## src/rtl/bcd_seq_conv_if.sv

```systemverilog
// Start/busy/done handshake bundle for the sequential binary-to-BCD converter.
// Handshake: the requester raises start with bin valid; the converter accepts
// only while idle (busy=0). busy stays high until the one-cycle done pulse,
// during which bcd/overflow are already valid and then held until the next done.
interface bcd_seq_conv_if #(
  parameter int BIN_W  = 8,
  parameter int DIGITS = 3
);
  logic                  start;
  logic [BIN_W-1:0]      bin;
  logic                  busy;
  logic                  done;
  logic [4*DIGITS-1:0]   bcd;
  logic                  overflow;

  modport master (
    output start, bin,
    input  busy, done, bcd, overflow
  );

  modport slave (
    input  start, bin,
    output busy, done, bcd, overflow
  );
endinterface

```

## src/rtl/bcd_seq_conv.sv

```systemverilog
// Sequential double-dabble converter: one operand bit per clock, MSB first.
// Result registers only change on the edge entering DONE, so bcd/overflow
// never show partial values. Bits lost off the top digit raise overflow.
module bcd_seq_conv #(
  parameter int BIN_W  = 8,
  parameter int DIGITS = 3
) (
  input  logic               clk,
  input  logic               rst,
  bcd_seq_conv_if.slave      bus,
  output logic [1:0]         dbg_state
);

  localparam int BW = 4 * DIGITS;
  localparam int CW = $clog2(BIN_W + 1);

  typedef enum logic [1:0] {
    IDLE  = 2'd0,
    SHIFT = 2'd1,
    DONE  = 2'd2
  } state_t;

  state_t           state, state_nxt;
  logic [BIN_W-1:0] sh_q, sh_nxt;
  logic [BW-1:0]    acc_q, acc_nxt, corr;
  logic             ovf_acc_q, carry_out;
  logic [CW-1:0]    cnt_q;
  logic [BW-1:0]    bcd_q;
  logic             ovf_q;
  logic             last_step;

  // Per-digit add-3 correction ahead of the shift (4-bit, no inter-digit carry).
  for (genvar d = 0; d < DIGITS; d++) begin : g_dig
    assign corr[4*d +: 4] = (acc_q[4*d +: 4] >= 4'd5) ? acc_q[4*d +: 4] + 4'd3
                                                       : acc_q[4*d +: 4];
  end

  // Shift {digits, operand} left by one; the top digit's MSB falls out.
  assign carry_out          = corr[BW-1];
  assign {acc_nxt, sh_nxt}  = {corr[BW-2:0], sh_q, 1'b0};
  assign last_step          = (state == SHIFT) && (cnt_q == CW'(1));

  // State register.
  always_ff @(posedge clk) begin
    if (rst) state <= IDLE;
    else     state <= state_nxt;
  end

  // Next-state logic.
  always_comb begin
    state_nxt = state;
    case (state)
      IDLE:    if (bus.start) state_nxt = SHIFT;
      SHIFT:   if (last_step) state_nxt = DONE;
      DONE:    state_nxt = IDLE;
      default: state_nxt = IDLE;
    endcase
  end

  // Handshake outputs decoded from state.
  always_comb begin
    bus.busy  = (state != IDLE);
    bus.done  = (state == DONE);
    dbg_state = state;
  end

  // Datapath: load on accept, correct-then-shift per bit, publish on last step.
  always_ff @(posedge clk) begin
    if (rst) begin
      sh_q      <= '0;
      acc_q     <= '0;
      ovf_acc_q <= 1'b0;
      cnt_q     <= '0;
      bcd_q     <= '0;
      ovf_q     <= 1'b0;
    end else begin
      case (state)
        IDLE: begin
          if (bus.start) begin
            sh_q      <= bus.bin;
            acc_q     <= '0;
            ovf_acc_q <= 1'b0;
            cnt_q     <= CW'(BIN_W);
          end
        end
        SHIFT: begin
          sh_q      <= sh_nxt;
          acc_q     <= acc_nxt;
          ovf_acc_q <= ovf_acc_q | carry_out;
          cnt_q     <= cnt_q - CW'(1);
          if (last_step) begin
            bcd_q <= acc_nxt;
            ovf_q <= ovf_acc_q | carry_out;
          end
        end
        default: ;
      endcase
    end
  end

  // Published result.
  always_comb begin
    bus.bcd      = bcd_q;
    bus.overflow = ovf_q;
  end

endmodule

```

## src/flat_wrapper.sv

```systemverilog
// flat-port wrapper written by rule: the top's interface ports become plain ports
module bcd_seq_conv_flat 
#(
  parameter int BIN_W  = 8,
  parameter int DIGITS = 3
)
  (clk, rst, dbg_state, bus_start, bus_bin, bus_busy, bus_done, bus_bcd, bus_overflow);
  bcd_seq_conv_if #(.BIN_W(BIN_W), .DIGITS(DIGITS)) bus_i ();
  input  logic clk;
  input  logic rst;
  output logic [1:0] dbg_state;
  input wire logic [$bits(bus_i.start)-1:0] bus_start;
  input wire logic [$bits(bus_i.bin)-1:0] bus_bin;
  output wire logic [$bits(bus_i.busy)-1:0] bus_busy;
  output wire logic [$bits(bus_i.done)-1:0] bus_done;
  output wire logic [$bits(bus_i.bcd)-1:0] bus_bcd;
  output wire logic [$bits(bus_i.overflow)-1:0] bus_overflow;
  assign bus_i.start = bus_start;
  assign bus_i.bin = bus_bin;
  assign bus_busy = bus_i.busy;
  assign bus_done = bus_i.done;
  assign bus_bcd = bus_i.bcd;
  assign bus_overflow = bus_i.overflow;
  bcd_seq_conv #(.BIN_W(BIN_W), .DIGITS(DIGITS)) u_core (.clk(clk), .rst(rst), .bus(bus_i), .dbg_state(dbg_state));
endmodule
```

## config.mk

```make
export PLATFORM = sky130hd
export DESIGN_NAME = bcd_seq_conv_flat
export DESIGN_NICKNAME = d
export VERILOG_FILES = /design/src/rtl/bcd_seq_conv_if.sv /design/src/rtl/bcd_seq_conv.sv /design/src/flat_wrapper.sv
export SDC_FILE = /design/constraint.sdc
export NUM_CORES = 1
export LEC_CHECK = 0
export BUFFER_PORTS_ARGS = -buffer_cell sky130_fd_sc_hd__buf_4
export CORE_ASPECT_RATIO = 1.4
export CORE_UTILIZATION = 60
export DETAILED_ROUTE_END_ITERATION = 10
export PLACE_DENSITY = 0.9
export SLEW_MARGIN = 20
export SYNTH_ARGS = -nofsm -noshare
export SYNTH_HDL_FRONTEND = slang
export SYNTH_SLANG_ARGS = --single-unit
```

## constraint.sdc

```tcl
create_clock -name clk -period 4.15 [get_ports clk]
set_clock_uncertainty 0.1 [all_clocks]
set_input_delay 0.6225 -clock clk [delete_from_list [all_inputs] [get_ports clk]]
set_output_delay 0.6225 -clock clk [all_outputs]
set_load 0.01 [all_outputs]
```

# Word-level counts from Yosys, hierarchy flattened
# Index checks and enable logic that the tools add are counted.
dict set report classes {
  n_addsub 4
  n_lt_le_gt_ge 3
  eq_ne 5
  n_mux 14
  n_bitwise 1
  n_reduce_logical 7
}
# op n
set op_table {}
lappend op_table {{12-bit case mux with 2 select lines} 1}
lappend op_table {{4-bit 2-to-1 mux} 4}
lappend op_table {{8-bit case mux with 2 select lines} 1}
lappend op_table {{4-bit by 2-bit adder with 4-bit output (second input constant)} 3}
lappend op_table {{4-bit by 3-bit greater-or-equal comparator with 1-bit output (second input constant)} 3}
lappend op_table {{12-bit 2-to-1 mux} 1}
lappend op_table {{8-bit 2-to-1 mux} 1}
lappend op_table {{4-bit case mux with 2 select lines} 1}
lappend op_table {{2-bit AND reduction} 3}
lappend op_table {{4-bit by 1-bit equality test with 1-bit output (second input constant)} 1}
lappend op_table {{2-bit 2-to-1 mux} 2}
lappend op_table {{2-bit case mux with 2 select lines} 1}
lappend op_table {{2-bit nonzero test} 2}
lappend op_table {{4-bit by 1-bit subtractor with 4-bit output (second input constant)} 1}
lappend op_table {{2-bit by 1-bit equality test with 1-bit output (second input constant)} 1}
lappend op_table {{2-bit equality test (second input constant)} 1}
lappend op_table {{2-bit zero test} 1}
lappend op_table {{2-bit by 1-bit != test with 1-bit output (second input constant)} 1}
lappend op_table {{2-bit != test (second input constant)} 1}
lappend op_table {{1-bit case mux with 2 select lines} 1}
lappend op_table {{1-bit logical AND} 1}
lappend op_table {{1-bit 2-to-1 mux} 1}
lappend op_table {{1-bit bitwise OR} 1}
dict set report totals {
  ff_bits 40
  in_bits 11
  output_inout_bits 17
  wordCells 41
}

# Logic depth before layout (Yosys ltp)
# Gate-level depths: netlist (run 1).
dict set report logic_depth {
  ltp_word 4
  mapped_depth 8
  depth_no_buf 6
}

# Worst setup path before layout (run 1)
# OpenSTA, ideal clock, no wires.
dict set report synth_path {
  path_kind {in2reg}
  startpoint {in bus_start}
  endpoint {reg u_core.ovf_acc_q}
  setup_ns 0.126
  t_arrival_ns 1.466
  required_ns 3.924
  slack_ns 2.458
  cell_stages 5
  n_path_buf 2
  path_cell_list {clkbuf_1 > clkbuf_1 > nand2_1 > o211ai_1 > o21ai_0}
}
dict set report synth_between {
  elab_chain_cells 2
}
# element line_no
set synth_lines {}
lappend synth_lines {{from (decl)} flat_wrapper.sv:12} ;# input wire logic [$bits(bus_i.start)-1:0] bus_start;
lappend synth_lines {{2-bit != test (no source line)} --}
lappend synth_lines {{2-bit AND reduction (no source line)} --}
lappend synth_lines {{to (signal assigned)} bcd_seq_conv.sv:89} ;# ovf_acc_q <= ovf_acc_q | carry_out;
lappend synth_lines {{to (decl)} bcd_seq_conv.sv:26} ;# logic ovf_acc_q, carry_out;
# Every way passes these cells.
# A chain may end at the register's enable or synchronous reset.

# Worst setup path after layout (run 1)
dict set report layout_path {
  startpoint {reg u_core.state[1] (netlist: u_core.dbg_state[1])}
  endpoint {out bus_done}
}
dict set report layout_between {
  elab_chain_cells 1
}
# element line_no
set layout_lines {}
lappend layout_lines {{from (decl)} bcd_seq_conv.sv:23} ;# state_t state, state_nxt;
lappend layout_lines {{from (signal assigned)} bcd_seq_conv.sv:46} ;# else state <= state_nxt;
lappend layout_lines {{2-bit equality test} bcd_seq_conv.sv:63} ;# bus.done = (state == DONE);
lappend layout_lines {{to (decl)} flat_wrapper.sv:15} ;# output wire logic [$bits(bus_i.done)-1:0] bus_done;
# Every way passes these cells.

==> metrics.md, run 1 <==
| Metric | Value |
|---|---|
| Aggregate routed wire length | 4073 microns |
| Final HPWL DP | roughly 2800 microns |
| Gate count after technology mapping | approximately 230 |
| Via count of the first global-routing pass | 1626 |
| Worst path arrival time | 1.77 ns |
| R2r setup slk | 1.77 ns |
| Lkg Pwr | 0.8764 nW |
| Post-CTS setup buffer count | 0 |
| Worst slew pin tran | 0.8357 ns |
| Number of different library cells in the post-synthesis netlist | 39 |
| Pin count of the biggest net entering global routing | 32 |
| Maximum buffer depth of the clock tree | 2 |
| Routability-driven placement congestion ratio | 0.7921 |
| Number of buffers created by CTS | 5 |
| Sort of element at the end of the critical path | output port |
| Initial Util | 62.70% |
| Syn avg cell area | 8.581 sq um |
| Remaining routing DRC violations | 0 |
| Critical path fanouts, max | 17 |
| Final Hold Viols | 0 |
| Maximum VDD drop | 371.0 uV |
| Relative slew slack | 44.29% |
| Total number of vias | approximately 1700 |
| Maxcap violations | 0 |
| Commonest cells after routing, fill and taps aside | 40 x dfxtp_1, 39 x nor2_1, 27 x buf_4 |
| Hold Buf Count CTS | 0 |
| Total Neg Setup Slack | 0 ns |
| Filler instances | 245 |
| Number of instances on the worst hold path | 2 |
| Sink Count | 40 |
| Clk Latency, worst-skew pair | approximately 0.30 ns |
| Core area | ~0.0031 sq mm |
| Number of diodes added for antenna fixing | 0 |
| Upper clock frequency limit | 401.5 MHz |
| Number of primary I/O pins | 28 |
| Quantity of I/O buffers inserted on ports | 27 |
| Path type of the worst min-delay path | flip-flop to flip-flop |
| Overall die area | between 0.003 and 0.004 sq mm |
| Fraction of layout instances using a drive strength above 1 | 18.22% |
| Initial drt markers | 63 |
| Setup repair after global routing missed its margin | no |
| Clock input transition at the sequential cells of the worst setup and hold paths | about 0.070 ns |
| Maximum level of the CTS H-tree | 2 |
| Final period demand of the worst path | ~2.5 ns |
| Worst-case hold path end point | u_core.bus.bcd[2]$_SDFFE_PP0P_ |
| Syn. warnings | 0 |
| Post-route worst setup slack | around 1.7 ns |
| Chip width | 50.05 microns |
| Largest cells by area after synthesis | dfxtp_1 41%, nor2_1 7.5%, a21oi_1 6.5%, ha_1 5.2%, nor3b_1 3.5% |
| Flip-flop and latch count after synthesis | 40 |
| Total power divided by cell area | 372.4 mW/mm^2 |
| TritonCTS clock tree | done |
| Most frequent standard cell in the layout excluding fill and tap cells | dfxtp_1 |
| Remaining global-route overflow | 0 |
| Total global-route track usage | about 26% |
| Fin crit share | 60.02% |
| Synthesis-to-layout area growth | 13.55% |
| Req. time, crit path | between 3 and 4 ns |
| Worst setup path category | flip-flop to output port |
| Endpoint of the most critical register-to-register path | u_core.bus.bcd[10]$_SDFFE_PP0P_ |
| Final Net Count | ~270 |
| Proportion of synthesized chip area in sequential cells | slightly above 40% |
| Total nets after synthesis | 245 |
| First-pass GRT wire length | 7003 microns |
| HP Start | u_core.bus.bcd[2]$_SDFFE_PP0P_ |
| Outcome | completed |
| Setup crit start kind | flip-flop |
| Synthesized area | 0.001939 sq mm |
| Post_cts resized | 0 |
| Placement Rows | 24 |
| Wire length per cell | 14.24 microns |
| DR pass1 iterations | 4 |
| Area leader, netlist | dfxtp_1 |
| Via-to-Cell Ratio | a little under 6 |
| Critical R2R Launch | u_core.dbg_state[0]$_SDFFE_PP0P_ |
| Clock root cell | clkbuf_8 |
| FF-to-FF path depth | 4 |
| Initial antenna violation count | 0 |
| Setup WS pre-CTS | 1.815 ns |
| Antenna violation net count after detailed routing | 0 |
| Final Hold Slack | roughly 0.38 ns |
| Die height | 69.27 microns |
| Share of the synthesized area in the top cell type | 41.29% |
| Count of final max-slew check failures | 0 |
| Final setup violation count | 0 |
## power by group
part / leakage (nW) / internal (mW) / switching, mW
registers: 0.326 / 0.400 / 0.0178
clock network: 0.0552 / 0.178 / 0.133
logic: 0.496 / 0.0397 / 0.0518
total: 0.876 / 0.618 / 0.202
## final cells by class
| type | instances | area (sq um) | area share [%] |
|---|---|---|---|
| timing repair buffer | 27 | 202.7 | 9.205 |
| clock inverter | 2 | 35.03 | 1.591 |
| multi-input combinational | 156 | 982.2 | 44.60 |
| sequential | 40 | 800.8 | 36.36 |
| tap | 39 | 48.80 | 2.216 |
| clock buffer | 6 | 72.57 | 3.295 |
| inverter | 16 | 60.06 | 2.727 |
## Yosys cell counts
| master | count |
|---|---|
| buf_6 | 3 |
| a21oi_1 | 25 |
| nand3b_1 | 1 |
| o221a_2 | 3 |
| xnor2_1 | 3 |
| nand2_2 | 1 |
| a22o_1 | 3 |
| o221ai_1 | 1 |
| buf_4 | 1 |
| o21ai_1 | 1 |
| nor3b_1 | 9 |
| o32ai_1 | 2 |
| o2bb2ai_1 | 2 |
| inv_1 | 15 |
| dfxtp_1 | 40 |
| ha_1 | 8 |
| o21ai_0 | 9 |
| a211oi_1 | 7 |
| and3_1 | 1 |
| a2111oi_1 | 1 |
| mux2_2 | 2 |
| nand2b_1 | 5 |
| a31o_2 | 3 |
| a2111oi_0 | 2 |
| nor3_1 | 4 |
| o22ai_1 | 4 |
| a311oi_1 | 1 |
| buf_12 | 1 |
| nor2b_4 | 1 |
| a311oi_2 | 1 |
| clkbuf_1 | 8 |
| o211ai_1 | 1 |
| nand2_1 | 6 |
| mux2i_1 | 3 |
| buf_2 | 1 |
| nor2_1 | 39 |
| clkinv_1 | 1 |
| a22oi_1 | 2 |
| nand3_1 | 5 |
## worst max-delay path, stage by stage (launching register included)
cell,delay [ns]
dfxtp_1,0.74
clkinv_1,0.42
nor2_1,0.17
buf_4,0.14
## registers in the layout, summed over array words and instances, names as in the netlist
register             cells
u_core.dbg_state         2
u_core.cnt_q             4
u_core.sh_q              8
u_core.bus.overflow      1
u_core.ovf_acc_q         1
u_core.acc_q            12
u_core.bus.bcd          12
## through the flow
step	power, mW	instances	area (sq um)	utilization [%]
2_1_floorplan	0.4913	226	1939	-
3_3_place_gp	0.5128	278	2095	67.72
3_5_place_dp	0.5158	278	2095	67.72
4_1_cts	0.8275	286	2202	71.20
5_1_grt	0.8556	286	2202	71.20
6_report	0.8202	286	2202	71.20
## logic make-up (layout without fill, tap and decap cells)
family | Yosys count | after routing | synth area share [%]
AND/OR/NAND/NOR | 72 | 72 | 17.87
multiplexers | 5 | 5 | 2.710
flip-flops | 40 | 40 | 41.29
buffers and inverters | 30 | 51 | 8.064
adder cells (fa/ha/maj) | 8 | 8 | 5.161
XOR/XNOR | 3 | 3 | 1.355
AO/OA/AOI/OAI | 68 | 68 | 23.55
## metal layers
layer	wire (microns)	part of all wire, %	track usage, %	up-vias
met4	94	2.3	13.02	0
met3	171	4.2	5.702	11
li1	-	-	-	838
met1	1801	44	30.25	795
met2	2005	49	43.41	39
met5	0	0	0	-
## worst max-delay path by stage
| stage | slack [ns] | start | depth (start not counted) | endpoint |
|---|---|---|---|---|
| 6_report | 1.66 | u_core.dbg_state[1]$_SDFFE_PP0P_ | 3 | bus_done |
| 5_1_grt | 1.53 | u_core.dbg_state[1]$_SDFFE_PP0P_ | 3 | bus_done |
| 4_1_cts | 1.68 | u_core.dbg_state[1]$_SDFFE_PP0P_ | 3 | bus_done |
| 3_5_place_dp | 1.82 | u_core.dbg_state[0]$_SDFFE_PP0P_ | 4 | u_core.bus.bcd[10]$_SDFFE_PP0P_ |
| 3_3_place_gp | 1.86 | u_core.dbg_state[0]$_SDFFE_PP0P_ | 4 | u_core.bus.bcd[9]$_SDFFE_PP0P_ |
| 2_1_floorplan | 2.46 | bus_start | 5 | u_core.ovf_acc_q$_SDFFE_PP0P_ |
Note: power is estimated with default switching activity, not from simulation.
==> run 2: changes to the inputs <==
- ABC_AREA: not set -> 1
- CORE_UTILIZATION: 60 -> 56
- PLACE_DENSITY: 0.9 -> 0.86
- clock period: 4.15 -> 2.54 ns (I/O delays scaled with it)
==> metrics.md, run 2 <==
| Metric | Value |
|---|---|
| Syn. warnings | 0 |
| Crit-path cells | inv_1, ha_1, nand3_1, nor2_4, inv_2, a21oi_2, nor2_1 |
| Upper clock frequency limit | between 600 and 700 MHz |
| Endpoint of the most critical register-to-register path | u_core.bus.bcd[2]$_SDFFE_PP0P_ |
| Die height | 70.45 microns |
| Req. time, crit path | 2.62 ns |
| Commonest cells after routing, fill and taps aside | 79 x nand2_1, 40 x dfxtp_1, 30 x a21oi_1 |
| Hold Buf Count CTS | 0 |
| Final Net Count | 308 |
| Synthesis-to-layout area growth | 16.09% |
| Clk Latency, worst-skew pair | 0.29 ns |
| Total global-route track usage | 25.13% |
| Syn avg cell area | 7.127 sq um |
| Chip width | around 50 microns |
| Most frequent standard cell in the layout excluding fill and tap cells | nand2_1 |
| Buffering stage count on the worst path with inverters included | 2 |
| Flip-flop and latch count after synthesis | 40 |
| Clock input transition at the sequential cells of the worst setup and hold paths | ~0.070 ns |
| Remaining routing DRC violations | 0 |
| Met1 layer wirelength in the final routing | around 1700 microns |
| Gate count after technology mapping | 263 |
| Outcome | completed |
| FFs w/ async S/R, synth | 0% |
| WL met2 | a little over 2000 microns |
| Routed wire length on met3 | between 150 and 200 microns |
| Lkg Pwr | 0.9412 nW |
| Initial antenna violation count | 0 |
| DR pass1 iterations | 4 |
| Number of different library cells in the post-synthesis netlist | 23 |
| Setup crit start kind | flip-flop |
| Aggregate routed wire length | 3955 microns |
| Setup repair after global routing missed its margin | no |
| Fraction of layout instances using a drive strength above 1 | 14.83% |
| Critical R2R Launch | u_core.cnt_q[1]$_SDFFE_PP0P_ |
| Multi-input gate area in the final layout | around 900 sq um |
| Worst path arrival time | 1.68 ns |
| Share of the synthesized area in the top cell type | a little over two fifths |
| Number of buffers created by CTS | 5 |
| Via count of the first global-routing pass | 1661 |
| Worst slew pin tran | 0.3946 ns |
| Maximum level of the CTS H-tree | 2 |
| Number of diodes added for antenna fixing | 0 |
| FF-to-FF path depth | 7 |
| Maxcap violations | 0 |
| Clock root cell | clkbuf_8 |
| Post-Place Cell Area | 0.002086 sq mm |
| Most frequent cells after synthesis | 79 x nand2_1, 40 x dfxtp_1, 30 x a21oi_1, 26 x inv_1, 24 x nand3_1 |
| Routability-driven placement congestion ratio | around 0.85 |
| Post_cts resized | 0 |
| Final Hold Slack | around 0.25 ns |
| Maximum buffer depth of the clock tree | 2 |
| Via-to-Cell Ratio | 5.331 |
| Largest cells by area after synthesis | dfxtp_1 43%, nand2_1 16%, a21oi_1 8.0%, nand3_1 6.4%, ha_1 5.3% |
| Total Neg Setup Slack | 0 ns |
| Post-CTS setup buffer count | 0 |
| Fin area | 0.002176 sq mm |
| Sequential cell area | 800.8 sq um |
| TritonCTS clock tree | done |
| Critical path fanouts, max | 15 |
| Wire length per cell | 12.02 microns |
| Worst setup path category | flip-flop to flip-flop |
| Cell with the most instances after synthesis | nand2_1 |
| Final setup violation count | 0 |
| Quantity of I/O buffers inserted on ports | 27 |
| Total number of vias | 1754 |
| Sink Count | 40 |
| Leading register cell type out of synthesis | dfxtp_1 |
| Remaining global-route overflow | 0 |
| Number of instances on the worst hold path | 3 |
| Final Hold Viols | 0 |
| Count of final max-slew check failures | 0 |
| Cell type group with the largest total delay on the critical path | simple AND/OR/NAND/NOR gates |
| Area leader, netlist | dfxtp_1 |
| Total nets after synthesis | 282 |
| Number of primary I/O pins | 28 |
| Core area | between 0.003 and 0.004 sq mm |
| Placement Rows | 24 |
| Post-route worst setup slack | 0.9419 ns |
| Path type of the worst min-delay path | input pin to flip-flop |
| Filler instances | 278 |
| Total power divided by cell area | 559.4 mW/mm^2 |
| Proportion of synthesized chip area in sequential cells | 42.72% |
| EDFF count, synth | 0 |
| Slowest cell on the critical path | dfxtp_1 |
| Initial Util | 59.44% |
| Initial drt markers | 84 |
| Worst-case hold path end point | u_core.sh_q[0]$_SDFFE_PP0P_ |
| Final period demand of the worst path | ~1.6 ns |
| R2r setup slk | 0.94 ns |
| Final HPWL DP | 2636 microns |
| Pin count of the biggest net entering global routing | 34 |
| Top metal layer carrying routed signals | met4 |
| First-pass GRT wire length | 6824 microns |
| Maximum VDD drop | 485.6 uV |
| Relative slew slack | 73.66% |
| Sort of element at the end of the critical path | flip-flop |
| Setup WS pre-CTS | 0.9733 ns |
| Fin crit share | 62.92% |
| Total chip power | 1.217 mW |
| Overall die area | 0.003586 sq mm |
| Antenna violation net count after detailed routing | 0 |
| CP max stage delay | 0.32 ns |
| Synthesized area | 0.001874 sq mm |
| HP Start | bus_bin[0] |
[run 2: worst reg2reg max path, stage by stage (launching register included)]
cell and delay [ns]:
dfxtp_1 0.32, inv_1 0.09, ha_1 0.15, nand3_1 0.13, nor2_4 0.31, inv_2 0.20, a21oi_2 0.14, nor2_1 0.05
[run 2: cell type report]
cell class,count,share of cell area [%]
multi-input cells,184,41.81
clock buffers,8,4.140
well taps,39,2.243
inverters,29,5.003
flip-flops and latches,40,36.80
repair buffers,29,10.01
[run 2: cells by family (layout without fill, tap and decap cells)]
group,Yosys count,in the layout,synth area share (%)
simple gates,125,125,28.51
compound gates,51,51,14.69
flops,40,40,42.72
buf+inv,39,66,8.745
fa+ha+maj,8,8,5.341
[run 2: worst max-delay path by stage]
stage	startpoint	end	cells past startpoint
after floorplan	u_core.dbg_state[0]$_SDFFE_PP0P_	u_core.bus.bcd[2]$_SDFFE_PP0P_	8
after global placement	u_core.cnt_q[1]$_SDFFE_PP0P_	u_core.bus.bcd[2]$_SDFFE_PP0P_	7
after detailed placement	u_core.cnt_q[1]$_SDFFE_PP0P_	u_core.bus.bcd[2]$_SDFFE_PP0P_	7
after CTS	u_core.cnt_q[1]$_SDFFE_PP0P_	u_core.bus.bcd[2]$_SDFFE_PP0P_	7
after global routing	u_core.cnt_q[1]$_SDFFE_PP0P_	u_core.bus.bcd[3]$_SDFFE_PP0P_	7
final	u_core.cnt_q[1]$_SDFFE_PP0P_	u_core.bus.bcd[2]$_SDFFE_PP0P_	7
[run 2: where the power goes]
| group | internal, mW | switching (mW) |
|---|---|---|
| logic | 0.0463 | 0.0790 |
| registers | 0.646 | 0.0139 |
| clock network | 0.221 | 0.210 |
[run 2: layer usage]
| layer | global-route usage [%] | vias to the layer above |
|---|---|---|
| met4 | 10.19 | 0 |
| met5 | 0 | - |
| li1 | - | 908 |
| met3 | 6.754 | 9 |
| met2 | 43.70 | 45 |
| met1 | 28.18 | 792 |
[run 2: through the flow]
stage	instances	utilization (%)
floorplan	263	-
finish	329	69.01
detailed placement	321	66.15
CTS	329	69.01
global route	329	69.01
global placement	321	66.15
